<file path="src/rtl/aes_inv_addkey_stage.sv">
// AES-128 inverse-cipher AddRoundKey stage: local round-key store, 128-bit XOR,
// and a one-deep registered output handshake that feeds the InvMixColumns stage.
module aes_inv_addkey_stage #(
  parameter int unsigned NR = 10
) (
  input  logic         clk,
  input  logic         rst,
  input  logic         key_wr_en,
  input  logic [3:0]   key_wr_idx,
  input  logic [127:0] key_wr_data,
  input  logic         key_clr,
  output logic         keys_ready,
  input  logic         in_valid,
  output logic         in_ready,
  input  logic [127:0] in_state,
  input  logic [3:0]   in_round,
  output logic         out_valid,
  input  logic         out_ready,
  output logic [31:0]  out_col1,
  output logic [31:0]  out_col2,
  output logic [31:0]  out_col3,
  output logic [31:0]  out_col4,
  output logic         out_mix,
  output logic         out_last,
  output logic         out_err,
  output logic [15:0]  blk_cnt
);

  localparam logic [3:0] NR_IDX = 4'(NR);

  logic [127:0] key_mem [0:NR];
  logic [NR:0]  valid_q, valid_d;
  logic         keys_ready_q, keys_ready_d;
  logic         key_wr_ok;

  logic         out_valid_q, out_valid_d;
  logic [127:0] data_q, data_d;
  logic         mix_q, mix_d;
  logic         last_q, last_d;
  logic         err_q, err_d;
  logic [15:0]  blk_cnt_q, blk_cnt_d;

  logic         round_ok;
  logic [127:0] sel_key;
  logic         xfer;
  logic         drain;

  assign key_wr_ok = key_wr_en && (key_wr_idx <= NR_IDX);

  // Key contents survive reset; only the valid mask is cleared.
  always_ff @(posedge clk) begin
    if (key_wr_ok) begin
      key_mem[key_wr_idx] <= key_wr_data;
    end
  end

  // A write on the same cycle as key_clr keeps its own valid bit.
  always_comb begin
    valid_d = key_clr ? '0 : valid_q;
    if (key_wr_ok) begin
      valid_d[key_wr_idx] = 1'b1;
    end
    keys_ready_d = &valid_d;
  end

  assign round_ok = (in_round <= NR_IDX);
  assign sel_key  = round_ok ? key_mem[in_round] : '0;

  assign in_ready = keys_ready_q & (~out_valid_q | out_ready);
  assign xfer     = in_valid & in_ready;
  assign drain    = out_valid_q & out_ready;

  always_comb begin
    out_valid_d = out_valid_q;
    data_d      = data_q;
    mix_d       = mix_q;
    last_d      = last_q;
    err_d       = err_q;
    blk_cnt_d   = blk_cnt_q;
    if (xfer) begin
      out_valid_d = 1'b1;
      data_d      = in_state ^ sel_key;
      mix_d       = (in_round != 4'd0) && (in_round < NR_IDX);
      last_d      = (in_round == 4'd0);
      err_d       = ~round_ok;
    end else if (drain) begin
      out_valid_d = 1'b0;
    end
    if (drain && last_q) begin
      blk_cnt_d = blk_cnt_q + 16'd1;
    end
  end

  always_ff @(posedge clk) begin
    if (rst) begin
      valid_q      <= '0;
      keys_ready_q <= 1'b0;
      out_valid_q  <= 1'b0;
      data_q       <= '0;
      mix_q        <= 1'b0;
      last_q       <= 1'b0;
      err_q        <= 1'b0;
      blk_cnt_q    <= '0;
    end else begin
      valid_q      <= valid_d;
      keys_ready_q <= keys_ready_d;
      out_valid_q  <= out_valid_d;
      data_q       <= data_d;
      mix_q        <= mix_d;
      last_q       <= last_d;
      err_q        <= err_d;
      blk_cnt_q    <= blk_cnt_d;
    end
  end

  assign keys_ready = keys_ready_q;
  assign out_valid  = out_valid_q;
  assign out_col1   = data_q[127:96];
  assign out_col2   = data_q[95:64];
  assign out_col3   = data_q[63:32];
  assign out_col4   = data_q[31:0];
  assign out_mix    = mix_q;
  assign out_last   = last_q;
  assign out_err    = err_q;
  assign blk_cnt    = blk_cnt_q;

endmodule

</file>
<file path="config.mk">
export PLATFORM = sky130hd
export DESIGN_NAME = aes_inv_addkey_stage
export DESIGN_NICKNAME = d
export VERILOG_FILES = /design/src/rtl/aes_inv_addkey_stage.sv
export SDC_FILE = /design/constraint.sdc
export NUM_CORES = 2
export LEC_CHECK = 0
export CAP_MARGIN = 15
export CORE_MARGIN = 3
export CORE_UTILIZATION = 59
export CTS_CLUSTER_DIAMETER = 40
export DETAILED_ROUTE_END_ITERATION = 16
export PLACE_DENSITY = 0.8
export SYNTH_ARGS = -nofsm -noshare
export SYNTH_HDL_FRONTEND = slang
export SYNTH_SLANG_ARGS = --single-unit
</file>
<file path="constraint.sdc">
create_clock -name clk -period 23.9 [get_ports clk]
set_input_delay 4.78 -clock clk [delete_from_list [all_inputs] [get_ports clk]]
set_output_delay 4.78 -clock clk [all_outputs]
set_load 0.01 [all_outputs]
</file>
==> reports/summary.txt <==
Global Route met1 Usage: 37.4%
Worst reg2reg startpoint: keys_ready$_SDFF_PP0_
Synth Flop Type: edfxtp_1
Skew-Pair Late Insertion Delay: 0.78 ns
M2 GR Usage: 44.6%
Fin cells: 5660
Clk sink count: 1568
IO buf count: 419
Root Buffer: clkbuf_16
Setup violations, final: 0
Pint: 4.76 mW
Final Max Tran Viols: 0
Leak pwr: 24.6 nW
Area of the mapped netlist: 62200 µm²
Main area contributors after synthesis: edfxtp_1 68%, mux2i_1 5.4%, dfxtp_1 5.1%
Fin Clk Skew: 0.0300 ns
Yosys warns: 0
Seq pwr share: 50.3%
Post-synth cell types: 44
Crit. End Element: output pin
Final Cycle Share: 45.9%
Fmax: 0.0912 GHz
TritonCTS Buffers: 178
#FFs+latches synth: 1568
Post-CTS Setup Repair Bufs: 0
Worst hold stages: 2
Final Util: 70.7%
Slew HR: 20.4%
Cell count after synthesis: 3713
First-pass DRT Iterations: 5
Synth top area share: 68.0%
Combinational share of power: 5.3%
Worst reg2reg setup slack: 20.20 ns
P_sw: 1.30 mW
Routed WL per cell: 26.4 µm
Design Power: 6.06 mW
Critical path startpoint category: primary input
Sw frac: 21.4%
CP required: 19.12 ns
Status: finished clean
CTS tree: yes
Die ar.: 109000 µm²
Final hold violation count: 0
R2R Path End: data_q[111]$_SDFFE_PP0P_
Num ports: 420
Beginning of the worst hold path: valid_q[4]$_SDFF_PP0_
Layout Nets: 4384
Via Count: 35700
Asr flop ratio synth: 0%
Sequential share of the synthesized area: 73.1%
Crit path DAT: 6.19 ns
Hold slack final: 0.485 ns
Final min period: 10.97 ns
Std-Cell Rows: 118
Die Ht: 331 µm
M3 GR Usage: 5.14%
Antenna violations before repair: 21
Dpl hpwl: 76300 µm
# resized after CTS: 0
Max_cap viols: 0
Fraction of layout cells with a size suffix above 1: 16.1%
Pwr per Cell Area: 82.3 nW/µm²
Worst Hold End: valid_q[4]$_SDFF_PP0_
Starting Density: 59.8%
Clock power share: 44.4%
Total routed wirelength: 149000 µm
Dpl cells: 5313
DRC viols: 0
Avg Inst Size Synth: 16.8 µm²
Hold_buf cts: 0
Grt ovf: 0
Drt via density: 6.31
VDD IR max: 0.0672 mV
Count leader, synth: edfxtp_1
Tightest Pin Transition: 1.19 ns
GR peak layer: met2
Synth-to-Final Area Change: 18.4%
Worst-path clk slew: 0.05 ns
Antenna Nets Post-Route: 0
Post-Route Setup TNS: 0 ns
Clock tree buffer depth: 3
Die Width: 331 µm
RSZ-0062 raised after global routing: no
Core box area: 104000 µm²
Routability Congestion: 0.782
Number of global-route vias before repair: 36100
H-tree levels: 4
GR Util All Layers: 27.3%
Post-synth EDFFs: 1408
HP Class: flop to flop
Largest area contributor in the netlist: edfxtp_1
Synthesized Nets: 3984
Initial DRC count: 3819
Largest net degree at the start of global routing: 131
Reg2Reg Depth: 6
First-pass GRT wire length: 222000 µm
Top cells by count, synth: 1408 x edfxtp_1, 338 x mux2i_1, 256 x nor2_1
Worst-path maximum fanout: 4
Critical path class: primary input to output pin
## sequential cells by signal, indices dropped and copies added (netlist names)
name,flops
out_valid,1
data_q,128
blk_cnt,16
keys_ready,1
out_last,1
out_mix,1
out_err,1
key_mem,1408
valid_q,11
## layout make-up
class                           instances  area (µm²)
Antenna cell                           18        45.0
Tap cell                             1380        1730
Timing Repair Buffer                  475        4700
Multi-Input combinational cell       1889       15700
Clock inverter                        108        1060
Clock buffer                          221        4900
Sequential cell                      1568       45500
Fill cell                            6252       30500
Inverter                                1        3.75
## routing by layer
| layer | wire [µm] | share of wire [%] |
|---|---|---|
| met5 | 44 | 0.029 |
| met4 | 3510 | 2.4 |
| met3 | 12600 | 8.4 |
| met2 | 73800 | 49 |
| met1 | 59400 | 40 |
## how the worst max path moves through the flow
stage	from	end	slack, ns
after floorplan	key_wr_idx[3]	keys_ready$_SDFF_PP0_	5.20
after global placement	out_ready	in_ready	12.93
after detailed placement	out_ready	in_ready	12.93
after CTS	out_ready	in_ready	12.92
after global routing	out_ready	in_ready	12.89
final	out_ready	in_ready	12.93
## power groups by stage
stage               Combinational [mW]  Sequential [mW]  Clock [mW]
global placement                 0.311             3.10           0
global route                     0.338             3.05        2.84
floorplan                        0.177             3.11           0
detailed placement               0.317             3.11           0
CTS                              0.319             3.05        2.73
finish                           0.318             3.05        2.69
## worst max-delay path: stages
cell	delay (ns)
clkdlybuf4s50_1	0.57
nand2b_1	0.18
and2_1	0.13
clkdlybuf4s50_1	0.53
## cells in the final DEF, fill, tap and decap left out, types with 5 or more instances in the layout
master,Yosys,routed
inv_8,0,5
nand2_1,185,183
nand3_1,8,8
nor2_4,0,7
buf_12,0,6
o31ai_1,41,41
mux2_1,17,17
clkinvlp_4,0,17
a21oi_1,16,16
or3_1,89,89
nor3_2,0,5
o211a_1,40,40
nand2b_1,45,44
clkbuf_16,0,186
a221o_1,88,88
clkdlybuf4s50_1,0,415
mux2_2,199,199
dfxtp_1,160,160
clkinv_1,0,21
diode_2,0,18
nor2_1,256,249
clkbuf_1,168,24
clkbuf_8,0,12
mux4_2,88,88
clkinv_2,0,18
a22oi_1,55,55
mux2i_1,338,338
o211ai_1,88,88
o22ai_1,83,83
bufinv_16,0,11
nor4_1,91,90
a22oi_2,34,34
edfxtp_1,1408,1408
buf_4,6,50
and3_1,5,5
a211oi_1,40,40
clkinv_4,0,10
xor2_1,50,50
inv_6,0,21
## metrics by stage
stage / cell area [µm²] / setup slack (ns)
2_1_floorplan: 62200 / 5.20
3_3_place_gp: 67600 / 12.93
3_5_place_dp: 67600 / 12.93
4_1_cts: 73600 / 12.92
5_1_grt: 73600 / 12.89
6_report: 73600 / 12.93
## logic make-up (layout without fill, tap and decap cells)
group,count (synthesis),after routing,share of synthesized area [%]
compound gates,491,491,6.48
fa+ha+maj,1,1,0.0201
buf+inv,256,805,1.82
simple gates,701,701,5.27
other cells,0,18,0
mux,642,642,12.5
flops,1568,1568,73.1
xor+xnor,54,54,0.760
Power figures use the tool's default switching activity.
